--- src/rtl/fetch_unit_if.sv ---
// rtl/fetch_unit_if.sv - memory read and decoder handshake bundle for fetch_unit
// Ports (signals):
//   mem_req/mem_addr       fetch -> memory read request and address
//   mem_rdata/mem_ack      memory -> fetch read data and same-cycle completion
//   instr/instr_valid      fetch -> decoder byte and valid flag
//   instr_ready            decoder -> fetch consume strobe
//   pc                     fetch -> decoder address of next byte to fetch
//   ld_pc/ld_pc_val        decoder -> fetch redirect request and target
// Modports: master = fetch unit side, slave = memory/decoder side.
interface fetch_unit_if;
    logic        mem_req;
    logic [15:0] mem_addr;
    logic [7:0]  mem_rdata;
    logic        mem_ack;
    logic [7:0]  instr;
    logic        instr_valid;
    logic        instr_ready;
    logic [15:0] pc;
    logic        ld_pc;
    logic [15:0] ld_pc_val;

    modport master (
        output mem_req, mem_addr, instr, instr_valid, pc,
        input  mem_rdata, mem_ack, instr_ready, ld_pc, ld_pc_val
    );

    modport slave (
        input  mem_req, mem_addr, instr, instr_valid, pc,
        output mem_rdata, mem_ack, instr_ready, ld_pc, ld_pc_val
    );
endinterface

--- src/rtl/fetch_unit.sv ---
// rtl/fetch_unit.sv - byte-wide instruction fetch with reset-vector load and redirect
// Ports:
//   clk    rising-edge clock
//   rst_n  asynchronous active-low reset
//   bus    fetch_unit_if.master: memory read port, decoder byte handshake, pc, redirect
// Parameter:
//   RESET_VEC  address of the reset-vector low byte; high byte lives at RESET_VEC+1
module fetch_unit #(
    parameter logic [15:0] RESET_VEC = 16'hFFFC
) (
    input  logic        clk,
    input  logic        rst_n,
    fetch_unit_if.master bus
);

    localparam logic [15:0] VEC_HI_ADDR = RESET_VEC + 16'd1;

    typedef enum logic [1:0] {
        VEC_LO,
        VEC_HI,
        FETCH,
        HOLD
    } state_t;

    state_t      state_q, state_d;
    logic [15:0] pc_q, pc_d;
    logic [7:0]  instr_q, instr_d;
    logic        instr_valid_q, instr_valid_d;
    logic [7:0]  vec_lo_q, vec_lo_d;
    logic        mem_req_c;
    logic [15:0] mem_addr_c;

    always_ff @(posedge clk or negedge rst_n) begin
        if (!rst_n) begin
            state_q       <= VEC_LO;
            pc_q          <= 16'h0000;
            instr_q       <= 8'h00;
            instr_valid_q <= 1'b0;
            vec_lo_q      <= 8'h00;
        end else begin
            state_q       <= state_d;
            pc_q          <= pc_d;
            instr_q       <= instr_d;
            instr_valid_q <= instr_valid_d;
            vec_lo_q      <= vec_lo_d;
        end
    end

    always_comb begin
        state_d       = state_q;
        pc_d          = pc_q;
        instr_d       = instr_q;
        instr_valid_d = instr_valid_q;
        vec_lo_d      = vec_lo_q;
        mem_req_c     = 1'b0;
        mem_addr_c    = pc_q;

        unique case (state_q)
            VEC_LO: begin
                // Redirects are meaningless until the vector has been loaded.
                mem_req_c  = 1'b1;
                mem_addr_c = RESET_VEC;
                if (bus.mem_ack) begin
                    vec_lo_d = bus.mem_rdata;
                    state_d  = VEC_HI;
                end
            end
            VEC_HI: begin
                mem_req_c  = 1'b1;
                mem_addr_c = VEC_HI_ADDR;
                if (bus.mem_ack) begin
                    pc_d    = {bus.mem_rdata, vec_lo_q};
                    state_d = FETCH;
                end
            end
            FETCH: begin
                mem_req_c  = 1'b1;
                mem_addr_c = pc_q;
                // Redirect wins: any data acked this cycle belongs to the old stream.
                if (bus.ld_pc) begin
                    pc_d          = bus.ld_pc_val;
                    instr_valid_d = 1'b0;
                    state_d       = FETCH;
                end else if (bus.mem_ack) begin
                    instr_d       = bus.mem_rdata;
                    instr_valid_d = 1'b1;
                    pc_d          = pc_q + 16'd1;
                    state_d       = HOLD;
                end
            end
            HOLD: begin
                // No request while a byte is parked; a stray ack is ignored.
                if (bus.ld_pc) begin
                    pc_d          = bus.ld_pc_val;
                    instr_valid_d = 1'b0;
                    state_d       = FETCH;
                end else if (bus.instr_ready) begin
                    instr_valid_d = 1'b0;
                    state_d       = FETCH;
                end
            end
            default: begin
                state_d = VEC_LO;
            end
        endcase
    end

    assign bus.mem_req     = mem_req_c;
    assign bus.mem_addr    = mem_addr_c;
    assign bus.instr       = instr_q;
    assign bus.instr_valid = instr_valid_q;
    assign bus.pc          = pc_q;

endmodule
--- src/flat_wrapper.sv ---
// flat-port wrapper written by rule: the top's interface ports become plain ports
module fetch_unit_flat 
#(
    parameter logic [15:0] RESET_VEC = 16'hFFFC
)
  (clk, rst_n, bus_mem_req, bus_mem_addr, bus_instr, bus_instr_valid, bus_pc, bus_mem_rdata, bus_mem_ack, bus_instr_ready, bus_ld_pc, bus_ld_pc_val);
  fetch_unit_if bus_i ();
  input  logic clk;
  input  logic rst_n;
  output wire logic [$bits(bus_i.mem_req)-1:0] bus_mem_req;
  output wire logic [$bits(bus_i.mem_addr)-1:0] bus_mem_addr;
  output wire logic [$bits(bus_i.instr)-1:0] bus_instr;
  output wire logic [$bits(bus_i.instr_valid)-1:0] bus_instr_valid;
  output wire logic [$bits(bus_i.pc)-1:0] bus_pc;
  input wire logic [$bits(bus_i.mem_rdata)-1:0] bus_mem_rdata;
  input wire logic [$bits(bus_i.mem_ack)-1:0] bus_mem_ack;
  input wire logic [$bits(bus_i.instr_ready)-1:0] bus_instr_ready;
  input wire logic [$bits(bus_i.ld_pc)-1:0] bus_ld_pc;
  input wire logic [$bits(bus_i.ld_pc_val)-1:0] bus_ld_pc_val;
  assign bus_mem_req = bus_i.mem_req;
  assign bus_mem_addr = bus_i.mem_addr;
  assign bus_instr = bus_i.instr;
  assign bus_instr_valid = bus_i.instr_valid;
  assign bus_pc = bus_i.pc;
  assign bus_i.mem_rdata = bus_mem_rdata;
  assign bus_i.mem_ack = bus_mem_ack;
  assign bus_i.instr_ready = bus_instr_ready;
  assign bus_i.ld_pc = bus_ld_pc;
  assign bus_i.ld_pc_val = bus_ld_pc_val;
  fetch_unit #(.RESET_VEC(RESET_VEC)) u_core (.clk(clk), .rst_n(rst_n), .bus(bus_i));
endmodule
--- config.mk ---
export PLATFORM = sky130hd
export DESIGN_NAME = fetch_unit_flat
export DESIGN_NICKNAME = d
export VERILOG_FILES = /design/src/rtl/fetch_unit_if.sv /design/src/rtl/fetch_unit.sv /design/src/flat_wrapper.sv
export SDC_FILE = /design/constraint.sdc
export NUM_CORES = 1
export LEC_CHECK = 0
export BUFFER_PORTS_ARGS = -buffer_cell sky130_fd_sc_hd__buf_2
export CAP_MARGIN = 20
export CORE_MARGIN = 10
export CORE_UTILIZATION = 55
export CTS_CLUSTER_DIAMETER = 60
export DETAILED_ROUTE_END_ITERATION = 8
export GPL_TIMING_DRIVEN = 1
export PLACE_DENSITY = 0.85
export RECOVER_POWER = 100
export SKIP_LAST_GASP = 1
export SYNTH_ARGS = -nofsm -noshare
export SYNTH_HDL_FRONTEND = slang
export SYNTH_SLANG_ARGS = --single-unit
--- constraint.sdc ---
create_clock -name clk -period 3.35 [get_ports clk]
set_input_delay 0.335 -clock clk [delete_from_list [all_inputs] [get_ports clk]]
set_output_delay 0.335 -clock clk [all_outputs]
set_load 0.1 [all_outputs]
-- Word-level counts from Yosys, hierarchy flattened
Index checks and enable logic that the tools add are counted.
- register bits after elaboration: 35
- output and inout bits: 42
- bits of input ports: 29
- reductions and logical operators: 9
- add/subtract/negate cells: 1
- multiplexer cells: 19
- equality and inequality tests: 8
- bitwise logic cells: 1
- operator list (operator ; count):
    $mux W16 ; 4
    $pmux W16 S3 ; 1
    $pmux W16 S2 ; 1
    $add A16 B1 Y16 const B ; 1
    $mux W2 ; 6
    $pmux W2 S4 ; 1
    $reduce_and A4 Y1 ; 2
    $ne A2 B2 Y1 const B ; 3
    $ne A3 B3 Y1 const B ; 2
    $reduce_and A3 Y1 ; 2
    $mux W1 ; 5
    $eq A2 B2 Y1 const B ; 2
    $reduce_bool A3 Y1 ; 1
    $reduce_or A3 Y1 ; 1
    $eq A2 B1 Y1 const B ; 1
    $logic_not A2 Y1 ; 1
    $pmux W1 S2 ; 1
    $reduce_and A2 Y1 ; 1
    $reduce_bool A2 Y1 ; 1
    $not A1 Y1 ; 1

-- Depth between registers and ports, before layout
Gate-level depths: netlist of the first run.
- word-level depth: 4
- mapped depth: 6
- mapped depth without buffers: 5

-- Worst setup path before layout of the first run
No wires, ideal clock.
- path type: reg2reg
- from: reg u_core.pc_q[0] (netlist: u_core.bus.pc[0])
- to: reg u_core.pc_q[14] (netlist: u_core.bus.pc[14])
- required time: 3.283 ns
- setup time: 0.067 ns
- path slack: 0.948 ns
- data arrival time: 2.334 ns
- cell stages (with the launch flop): 6
- clock period less this slack: 2.402 ns
- cells stage by stage: dfrtp_1 ha_1 nand3_2 or4_1 a31oi_1 o21a_1
- word-level cells in the longest chain between the ends: 4
- RTL lines (element ; line ; text):
    from (decl) ; fetch_unit.sv:26 ; logic [15:0] pc_q, pc_d;
    from (signal assigned) ; fetch_unit.sv:42 ; pc_q <= pc_d;
    $add A16 B1 Y16 ; fetch_unit.sv:87 ; pc_d = pc_q + 16'd1;
    $mux W16 ; fetch_unit.sv:84 ; end else if (bus.mem_ack) begin
    $mux W16 ; fetch_unit.sv:80 ; if (bus.ld_pc) begin
    $pmux W16 S3 ; fetch_unit.sv:58 ; unique case (state_q)
No other way between the ends. The select of a mux whose other input is x is not followed.
A chain may end at the register's enable or synchronous reset.

-- Final worst setup path of the first run
- from: reg u_core.state_q[1]
- to: reg u_core.pc_q[9] (netlist: u_core.bus.pc[9])
- word-level cells in the longest chain between the ends: 3
- elaborated cells between the ends (all ways): 9
- classes of those cells: eq/ne (6); mux (1); reduce/logical (2)
- RTL lines (element ; line ; text):
    from (decl) ; fetch_unit.sv:25 ; state_t state_q, state_d;
    from (signal assigned) ; fetch_unit.sv:41 ; state_q <= state_d;
    $eq A2 B2 Y1 / $eq A2 B1 Y1 (equally long branches) ; fetch_unit.sv:58 ;
    $ne A3 B3 Y1 (no source line) (tied with other cells) ; -- ;
    $reduce_and A4 Y1 (no source line) ; -- ;
Several ways; a longest one is shown, not always the timed one.

==> metrics.csv, run 1 <==
stage;metric;value;unit
clock_network;cts_buffers;5;
drt;drtPass1Iterations;5;
yosys;syn_avg_cell_area;9.41;sq um
final_layout;finish.utilization;0.680;
global_route;grt_max_degree;36;
run_status;status;complete, but fails checks;
sta;finalSetupViolations;0;
clock_network;tritoncts;yes;
setup_path;path_buf_inv;0;
clock_network;cts_resized;0;
power_and_ir_drop;p_int;862;uW
yosys;postSynthCellCount;235;
clock_network;postCtsSetupBuffers;0;
power_and_ir_drop;combPwrFrac;0.543;
final_layout;drive_above_1_share;0.167;
die;fp.dieW;83.4;um
clock_network;cts_root_buf;clkbuf_8;
clock_network;path_clk_slew;0.08;ns
yosys;ys_types;53;
run;cap_violations;2;
global_route;grt_pass1_wl;11000;um
die;die_h;83.4;um
setup_path;critPathArrivalTime;2.79;ns
setup_path;start_kind;flip-flop;
yosys;synth_top_area_share;0.396;
setup_path;crit_path_end_kind;flip-flop;
final_layout;design_area;2570;sq um
final_layout;syn2layout_area_growth;16.1;%
power_and_ir_drop;power.total;2.09;mW
power_and_ir_drop;netSwitchingFraction;0.588;
clock_network;insertion_delay;0.29;ns
run_status;violations;max-capacitance violations, max-slew violations;
setup_path;critPathMaxStageDelay;1.12;ns
yosys;ys_ff_latch;35;
drt;drt-initial-drc-count;269;
yosys;yosys-top-cells-count;dfrtp_1 (35), nand2_1 (18), a21oi_1 (15);
clock_network;cts_hold_buf;0;
setup_path;path_max_fanout;23;
yosys;synth.most_common_cell;dfrtp_1;
clock_network;clock_path_buffers;2;
power_and_ir_drop;clockPowerShare;0.147;
die;io_pins;71;
placed_design;place.detailed.hpwl;4940;um
sta;worstMarginPinSlew;1.92;ns
setup_path;path_class;flip-flop to flip-flop;
global_route;antenna_found_initial;0;
sta;hold_viol;0;
die;rows;22;
drt;wl_per_cell;18.9;um
final_layout;nNetsFinal;328;
drt;post-route-drc-count;0;
global_route;grt_pass1_vias;2174;
yosys;yosysTopAreaCell;dfrtp_1;
sta;timing.setup.tns;0;ns
sta;max_freq;0.383;GHz
die;start_util;0.586;
power_and_ir_drop;p_per_area;816;nW/um^2
placed_design;portBuffers;70;
power_and_ir_drop;ir_drop;540;uV
die;core_area;3770;sq um
die;dieArea;6960;sq um
drt;antenna_left;0;
power_and_ir_drop;p_leak;1.09;nW
yosys;synth_flop_cell;dfrtp_1;
clock_network;clock_sinks;35;
yosys;synth_nets;265;
sta;post-route-period-util;0.780;
sta;maxSlewViolCount;53;
placed_design;place_area;2550;sq um
yosys;seq_area_frac_synth;0.396;
power_and_ir_drop;seqPwrFrac;0.310;
sta;slew_headroom;-0.279;
global_route;grt_overflow;0;
yosys;synth_edf_count;0;
sta;layout_min_cycle_time;2.61;ns
setup_path;crit_slowest_cell;a31oi_1;
power_and_ir_drop;p_switching;1.23;mW
drt;wl;6580;um
setup_path;worstPathCellList;a21oi_1 -> a31oi_1 -> nand3_1 -> o221a_1;
drt;drt-vias-per-instance;6.33;
global_route;groute.usage.overall;0.186;
setup_path;required;3.53;ns
yosys;synth_warnings;0;
final_layout;n_antenna_cell;0;
yosys;synth_area;2210;sq um
placed_design;gp_congestion;0.930;
drt;vias;2197;
clock_network;htreeDepth;2;
sta;rsz0062_at_grt;no;
final_layout;num-fill-cells;347;
worst_hold_path;min_path_type;input pin to flip-flop;
setup_path;crit_family;compound AO/OA/AOI/OAI gates;
yosys;yosys-top-cells-area;dfrtp_1 (40%), mux2_1 (4.1%), mux2_2 (4.1%);
sta;clock_skew;0.00543;ns
yosys;async_flop_share;1.00;
final timing paths:
check	from	end	slack [ns]	depth (start not counted)
hold reg to reg	u_core.bus.instr[4]$_DFFE_PN0P_	u_core.bus.instr[4]$_DFFE_PN0P_	0.50	1
setup reg to reg	u_core.state_q[1]$_DFFE_PN0P_	u_core.bus.pc[9]$_DFFE_PN0P_	0.74	4
hold / removal	bus_mem_rdata[7]	u_core.bus.instr[7]$_DFFE_PN0P_	0.31	2
max in group asynchronous	rst_n	u_core.bus.pc[15]$_DFFE_PN0P_	1.68	1
setup / recovery	u_core.state_q[1]$_DFFE_PN0P_	u_core.bus.pc[9]$_DFFE_PN0P_	0.74	4
min in group asynchronous	rst_n	u_core.state_q[0]$_DFFE_PN0P_	0.56	1
power by group through the flow:
stage	clock network [mW]	logic (mW)	registers [mW]
floorplan	0	0.539	1.07
global placement	0	1.16	0.647
detailed placement	0	1.17	0.653
CTS	0.313	1.17	0.645
global route	0.337	1.19	0.666
finish	0.307	1.14	0.650
sequential cells by signal (all words and copies together), names as in the netlist:
signal                  cells
u_core.bus.pc              16
u_core.bus.instr            8
u_core.vec_lo_q             8
u_core.state_q              2
u_core.bus.instr_valid      1
routing by layer:
metal	routed length (um)	global-route usage
met1	2780	0.233
met4	157	0.0662
met3	607	0.0615
met5	0	0
met2	3030	0.290
layout by cell type (no fill, tap or decap), types with 5 or more instances in the layout:
| master | count |
|---|---|
| clkbuf_1 | 41 |
| dfrtp_1 | 35 |
| buf_2 | 29 |
| nand2_1 | 18 |
| a21oi_1 | 15 |
| nand2b_1 | 13 |
| o21ai_0 | 12 |
| inv_1 | 10 |
| nand3_1 | 9 |
| nor2_1 | 9 |
| mux2_1 | 8 |
| mux2_2 | 8 |
| nor3_1 | 5 |
| xnor2_1 | 5 |
| mux2i_1 | 5 |
| clkbuf_8 | 5 |
per-stage QoR:
stage	hold WS [ns]	setup WS [ns]	std cells
2_1_floorplan	0.0394	0.948	235
3_3_place_gp	0.461	1.21	339
3_5_place_dp	0.462	1.17	339
4_1_cts	0.143	0.841	347
5_1_grt	0.316	0.500	347
6_report	0.315	0.737	347
final cells by class:
| class | count | area [sq um] | area share |
|---|---|---|---|
| well taps | 48 | 60.1 | 0.0234 |
| flip-flops and latches | 35 | 876 | 0.341 |
| clock inverters | 3 | 20.0 | 0.00780 |
| inverters | 10 | 37.5 | 0.0146 |
| repair buffers | 71 | 307 | 0.119 |
| multi-input cells | 175 | 1200 | 0.467 |
| clock buffers | 5 | 68.8 | 0.0268 |
cell families (layout without fill, tap and decap cells):
group           after synthesis  after routing  synth area share
fa+ha+maj                     1              1           0.00566
xor+xnor                      7              7            0.0277
flops                        35             35             0.396
buf+inv                      25             89            0.0543
simple gates                 76             76             0.187
mux                          21             21             0.104
compound gates               70             70             0.225
No activity file was read; power rests on OpenSTA's default activity.
==> run 2: changes to the inputs <==
--- a/config.mk
+++ b/config.mk
@@ -5,14 +5,15 @@
 export SDC_FILE = /design/constraint.sdc
 export NUM_CORES = 1
 export LEC_CHECK = 0
+export ABC_AREA = 1
 export BUFFER_PORTS_ARGS = -buffer_cell sky130_fd_sc_hd__buf_2
 export CAP_MARGIN = 20
 export CORE_MARGIN = 10
-export CORE_UTILIZATION = 55
+export CORE_UTILIZATION = 46
 export CTS_CLUSTER_DIAMETER = 60
 export DETAILED_ROUTE_END_ITERATION = 8
 export GPL_TIMING_DRIVEN = 1
-export PLACE_DENSITY = 0.85
+export PLACE_DENSITY = 0.76
 export RECOVER_POWER = 100
 export SKIP_LAST_GASP = 1
 export SYNTH_ARGS = -nofsm -noshare
==> constraint.sdc (replaced) <==
create_clock -name clk -period 2.4 [get_ports clk]
set_input_delay 0.24 -clock clk [delete_from_list [all_inputs] [get_ports clk]]
set_output_delay 0.24 -clock clk [all_outputs]
set_load 0.1 [all_outputs]
==> run 2 against run 1 <==
  * The run still ends with max-capacitance violations, max-slew violations left
  * Count of clock-buffer cells in the layout up 1
  * Critical path depth shrank 1
  * Global-route usage decreased by 1.4 points
  * Die area is 17% higher
  * Final cell count up 37%
  * Cell area up 4.1%
  * Via count up 13%
  * Sequential share of layout area down 1.4 points
  * Critical endpoint is now bus_mem_addr[14]
  * Highest routed layer unchanged
==> metrics.csv, run 2 <==
stage;metric;value;unit
drt;drt-initial-drc-count;210;
sta;hold_viol;0;
clock_network;clock_path_buffers;2;
clock_network;postCtsSetupBuffers;0;
clock_network;cts_hold_buf;0;
run_status;violations;max-capacitance violations, max-slew violations;
yosys;yosys-top-cells-count;nand2_1 (85), inv_1 (49), nor2_1 (45);
placed_design;portBuffers;70;
drt;wl_per_cell;14.9;um
die;die_h;90.2;um
clock_network;cts_resized;0;
yosys;synth_top_area_share;0.386;
setup_path;path_buf_inv;2;
clock_network;cts_root_buf;clkbuf_8;
final_layout;final_cell_mix;nand2_1 (86), inv_1 (50), nor2_1 (46);
yosys;seq_area_frac_synth;0.386;
yosys;synth_warnings;0;
sta;finalSetupViolations;0;
power_and_ir_drop;p_leak;1.41;nW
die;start_util;0.477;
global_route;grt_max_degree;36;
sta;timing.setup.tns;0;ns
global_route;grt_overflow;0;
final_layout;drive_above_1_share;0.130;
placed_design;place.detailed.hpwl;5350;um
global_route;grt_pass1_vias;2402;
worst_hold_path;min_path_type;input pin to flip-flop;
yosys;synth_nets;370;
sta;slew_headroom;-0.313;
run_status;status;complete, but fails checks;
power_and_ir_drop;p_per_area;1390;nW/um^2
setup_path;critPathMaxStageDelay;0.86;ns
setup_path;path_max_fanout;14;
yosys;ys_types;29;
yosys;syn_avg_cell_area;6.67;sq um
yosys;synth_flop_cell;dfrtp_1;
setup_path;crit_slowest_cell;clkbuf_1;
setup_path;required;2.16;ns
sta;rsz0062_at_grt;no;
drt;drt-vias-per-instance;5.22;
final_layout;largest_reg_flops;16;
drt;antenna_left;0;
drt;post-route-drc-count;0;
drt;vias;2473;
setup_path;worstPathCellList;buf_4 -> nand2_1 -> clkbuf_1;
clock_network;tritoncts;yes;
final_layout;nNetsFinal;436;
yosys;async_flop_share;1.00;
final_layout;n_antenna_cell;0;
clock_network;insertion_delay;0.30;ns
clock_network;cts_buffers;5;
setup_path;path_class;flip-flop to primary output;
setup_path;crit_path_end_kind;primary output;
global_route;grt_pass1_wl;11800;um
sta;maxSlewViolCount;36;
worst_hold_path;holdPathStages;3;
yosys;synth_area;2270;sq um
final_layout;layout_commonest_cell;nand2_1;
setup_path;worst-path-stages;3;
setup_path;start_kind;flip-flop;
final_layout;final_cells;474;
sta;max_freq;0.470;GHz
yosys;yosys-top-cells-area;dfrtp_1 (39%), nand2_1 (14%), inv_1 (8.1%);
die;core_area;4750;sq um
die;fp.dieW;90.2;um
yosys;yosysTopAreaCell;dfrtp_1;
yosys;synth.most_common_cell;nand2_1;
final_layout;syn2layout_area_growth;17.9;%
clock_network;clock_sinks;35;
sta;post-route-period-util;0.886;
setup_path;crit_family;buffers and inverters;
setup_path;r2r_cells;8;
placed_design;place_inst;466;
clock_network;path_clk_slew;0.08;ns
drt;wl;7050;um
die;io_pins;71;
yosys;synth_edf_count;0;
die;dieArea;8140;sq um
sta;layout_min_cycle_time;2.13;ns
yosys;postSynthCellCount;340;
yosys;ys_ff_latch;35;
placed_design;gp_congestion;0.916;
global_route;groute.usage.overall;0.172;
setup_path;critPathArrivalTime;1.89;ns
power_and_ir_drop;ir_drop;792;uV
run;cap_violations;1;
clock_network;htreeDepth;2;
sta;worstMarginPinSlew;1.97;ns
global_route;antenna_found_initial;0;
sta;clock_skew;0.00674;ns
die;rows;25;
drt;drtPass1Iterations;4;
-- run 2: worst paths after layout --
path                                                startpoint                             end  slack [ns]
min in group asynchronous                                rst_n    u_core.bus.pc[1]$_DFFE_PN0P_        0.49
worst max register to register   u_core.state_q[0]$_DFFE_PN0P_    u_core.bus.pc[0]$_DFFE_PN0P_        0.55
max in group asynchronous                                rst_n   u_core.bus.pc[14]$_DFFE_PN0P_        0.78
worst max-delay path             u_core.state_q[1]$_DFFE_PN0P_                bus_mem_addr[14]        0.27
worst min-delay path                          bus_mem_rdata[5]  u_core.vec_lo_q[5]$_DFFE_PN0P_        0.25
worst min register to register  u_core.vec_lo_q[5]$_DFFE_PN0P_  u_core.vec_lo_q[5]$_DFFE_PN0P_        0.49
-- run 2: worst reg2reg max path: stages, from the launching register on --
cell     delay [ns]
dfrtp_1        0.41
inv_1          0.13
nand2_4        0.14
nor2_1         0.16
nand2_1        0.10
nand2_2        0.34
inv_2          0.22
nor2_1         0.16
a41oi_1        0.06
-- run 2: routing by layer --
metal,wire length [um],track usage,vias up
li1,-,-,1212
met1,3170,0.220,1129
met2,3130,0.265,112
met3,560,0.0524,20
met4,191,0.0663,0
met5,0,0,-
-- run 2: through the flow --
| stage | area (sq um) | util | hold WS [ns] | worst slack (ns) | total power [mW] |
|---|---|---|---|---|---|
| after detailed placement | 2640 | 0.556 | 0.380 | 0.624 | 3.34 |
| after global placement | 2640 | 0.556 | 0.373 | 0.665 | 3.32 |
| after CTS | 2730 | 0.573 | 0.0593 | 0.473 | 3.78 |
| final | 2670 | 0.562 | 0.247 | 0.273 | 3.71 |
| after global routing | 2670 | 0.562 | 0.267 | 0.221 | 3.90 |
| after floorplan | 2270 | - | -0.0556 | 0.0886 | 2.93 |
-- run 2: where the power goes --
group	internal (mW)	total, mW	switching (mW)	leakage, nW
logic	0.314	2.31	1.99	0.950
registers	0.781	0.969	0.188	0.417
clock network	0.203	0.434	0.231	0.0412
total	1.30	3.71	2.41	1.41
-- run 2: layout make-up --
class | count | area, sq um
multi-input combinational | 239 | 1100
fill | 516 | 2080
sequential | 35 | 876
inverter | 52 | 195
clock inverter | 2 | 12.5
tap | 67 | 83.8
clock buffer | 6 | 72.6
timing repair buffer | 73 | 329
-- run 2: kinds of logic (layout without fill, tap and decap cells) --
group,Yosys count,count (layout),share of synthesized area
AND/OR/NAND/NOR,158,158,0.286
AO/OA/AOI/OAI,78,78,0.190
buffers and inverters,66,133,0.124
flip-flops,35,35,0.386
XOR/XNOR,2,2,0.00773
adder cells (fa/ha/maj),1,1,0.00552
==> run 3: changes to the inputs <==
--- a/config.mk
+++ b/config.mk
@@ -9,11 +9,10 @@
 export BUFFER_PORTS_ARGS = -buffer_cell sky130_fd_sc_hd__buf_2
 export CAP_MARGIN = 20
 export CORE_MARGIN = 10
-export CORE_UTILIZATION = 46
+export CORE_UTILIZATION = 25
 export CTS_CLUSTER_DIAMETER = 60
 export DETAILED_ROUTE_END_ITERATION = 8
 export GPL_TIMING_DRIVEN = 1
-export PLACE_DENSITY = 0.76
 export RECOVER_POWER = 100
 export SKIP_LAST_GASP = 1
 export SYNTH_ARGS = -nofsm -noshare
==> run 3 against run 2 <==
  * The flow still finishes with violations (max-capacitance violations, max-slew violations)
  * Die area grew 63%
  * Cell area increased by 3.9%
  * Total power up 2.0%
  * Count of clock-buffer cells in the layout stayed put
  * Final cell count up 9.5%
  * Flip-flop and latch count unchanged
  * Via count decreased by 0.93%
  * Critical path depth stayed put
  * Sequential share of layout area fell by 1.2 points
  * Wire length is 10% higher
  * Critical endpoint is now bus_mem_addr[1]
==> metrics.csv, run 3 (synthesized netlist as in run 2, its figures left out) <==
stage;metric;value;unit
run_status;status;complete, but fails checks;
run_status;violations;max-capacitance violations, max-slew violations;
final_layout;num-fill-cells;1000;
setup_path;r2r-start;u_core.state_q[1]$_DFFE_PN0P_;
placed_design;place.detailed.hpwl;6240;um
setup_path;required;2.16;ns
setup_path;rr_endpoint;u_core.bus.pc[7]$_DFFE_PN0P_;
placed_design;portBuffers;70;
setup_path;crit_path_end_kind;primary output;
power_and_ir_drop;ir_drop;402;uV
global_route;groute.usage.overall;0.119;
run;cap_violations;1;
power_and_ir_drop;p_leak;1.46;nW
clock_network;cts_resized;0;
drt;post-route-drc-count;0;
drt;drt-vias-per-instance;4.72;
clock_network;tritoncts;yes;
sta;max_freq;0.480;GHz
placed_design;place_area;2720;sq um
final_layout;syn2layout_area_growth;22.5;%
worst_hold_path;min_path_type;input pin to flip-flop;
sta;layout_min_cycle_time;2.08;ns
final_layout;drive_above_1_share;0.165;
setup_path;r2r_cells;7;
drt;vias;2450;
die;start_util;0.259;
clock_network;cts_root_buf;clkbuf_8;
sta;hold_viol;0;
clock_network;clock_path_buffers;2;
sta;rsz0062_at_grt;no;
placed_design;gp_congestion;0.856;
worst_hold_path;worstHoldEndpoint;u_core.state_q[1]$_DFFE_PN0P_;
final_layout;regArea;876;sq um
setup_path;path_max_fanout;8;
final_layout;layout_commonest_cell;nand2_1;
sta;slew_headroom;-0.288;
sta;timing.setup.tns;0;ns
worst_hold_path;holdPathStages;3;
final_layout;multiInputGateArea;1110;sq um
clock_network;path_clk_slew;0.08;ns
final_layout;final_cell_mix;nand2_1 (86), inv_1 (49), nor2_1 (45);
final_layout;design_area;2780;sq um
global_route;grt_max_degree;36;
setup_path;r2r_slack;0.38;ns
drt;wl_per_cell;14.9;um
drt;antenna_left;0;
setup_path;critPathArrivalTime;1.84;ns
clock_network;insertion_delay;0.30;ns
die;dieArea;13300;sq um
clock_network;clock_sinks;35;
clock_network;cts_buffers;5;
die;fp.dieW;115;um
final_layout;finish.utilization;0.317;
drt;drtPass1Iterations;4;
die;core_area;8760;sq um
global_route;grt_pass1_wl;12800;um
setup_path;path_class;flip-flop to primary output;
sta;post-route-period-util;0.867;
die;io_pins;71;
final_layout;largest_reg_flops;16;
worst_hold_path;min_from;bus_mem_ack;
final_layout;n_antenna_cell;0;
die;rows;34;
sta;finalSetupViolations;0;
power_and_ir_drop;p_per_area;1360;nW/um^2
global_route;grt_pass1_vias;2520;
clock_network;htreeDepth;2;
die;die_h;115;um
clock_network;postCtsSetupBuffers;0;
final_layout;nNetsFinal;440;
clock_network;cts_hold_buf;0;
sta;clock_skew;0.00990;ns
sta;maxSlewViolCount;36;
sta;worstMarginPinSlew;1.93;ns
drt;wl;7760;um
setup_path;start_kind;flip-flop;
global_route;antenna_found_initial;0;
drt;drt-initial-drc-count;204;
global_route;grt_overflow;0;
## run 3: power breakdown
part | switching (mW) | leakage, nW | internal (mW) | total [mW]
combinational | 2.00 | 0.993 | 0.328 | 2.33
sequential | 0.203 | 0.417 | 0.781 | 0.983
clock | 0.237 | 0.0474 | 0.234 | 0.472
total | 2.44 | 1.46 | 1.34 | 3.78
## run 3: cell type report
type | instances | area share
Sequential cell | 35 | 0.315
Clock inverter | 2 | 0.00586
Timing Repair Buffer | 77 | 0.132
Multi-Input combinational cell | 239 | 0.398
Inverter | 52 | 0.0703
Tap cell | 108 | 0.0486
Clock buffer | 6 | 0.0297
## run 3: critical path: stages (launching register included)
cell and delay, ns:
dfrtp_1 0.52, nand2_1 0.10, inv_1 0.06, clkbuf_1 0.86
## run 3: metrics by stage
step	setup slack (ns)	hold slack (ns)	std cells	total power, mW
finish	0.318	0.243	519	3.78
global route	0.167	0.264	519	4.00
CTS	0.413	0.0670	519	3.85
detailed placement	0.746	0.389	511	3.38
global placement	0.799	0.393	511	3.36
floorplan	0.0886	-0.0556	340	2.93
## run 3: worst max path at each step
| stage | from | end |
|---|---|---|
| 5_1_grt | u_core.state_q[1]$_DFFE_PN0P_ | u_core.bus.pc[7]$_DFFE_PN0P_ |
| 2_1_floorplan | u_core.bus.pc[0]$_DFFE_PN0P_ | bus_mem_addr[0] |
| 6_report | u_core.state_q[1]$_DFFE_PN0P_ | bus_mem_addr[1] |
| 4_1_cts | u_core.state_q[1]$_DFFE_PN0P_ | bus_mem_addr[5] |
| 3_3_place_gp | u_core.state_q[1]$_DFFE_PN0P_ | bus_mem_addr[5] |
| 3_5_place_dp | u_core.state_q[1]$_DFFE_PN0P_ | bus_mem_addr[5] |
## run 3: layer usage
metal / up-vias / global-route usage / wire, um
met4: 0 / 0.0305 / 61
met2: 97 / 0.201 / 3660
li1: 1226 / - / -
met1: 1122 / 0.142 / 3360
met3: 5 / 0.0401 / 677
met5: - / 0 / 0
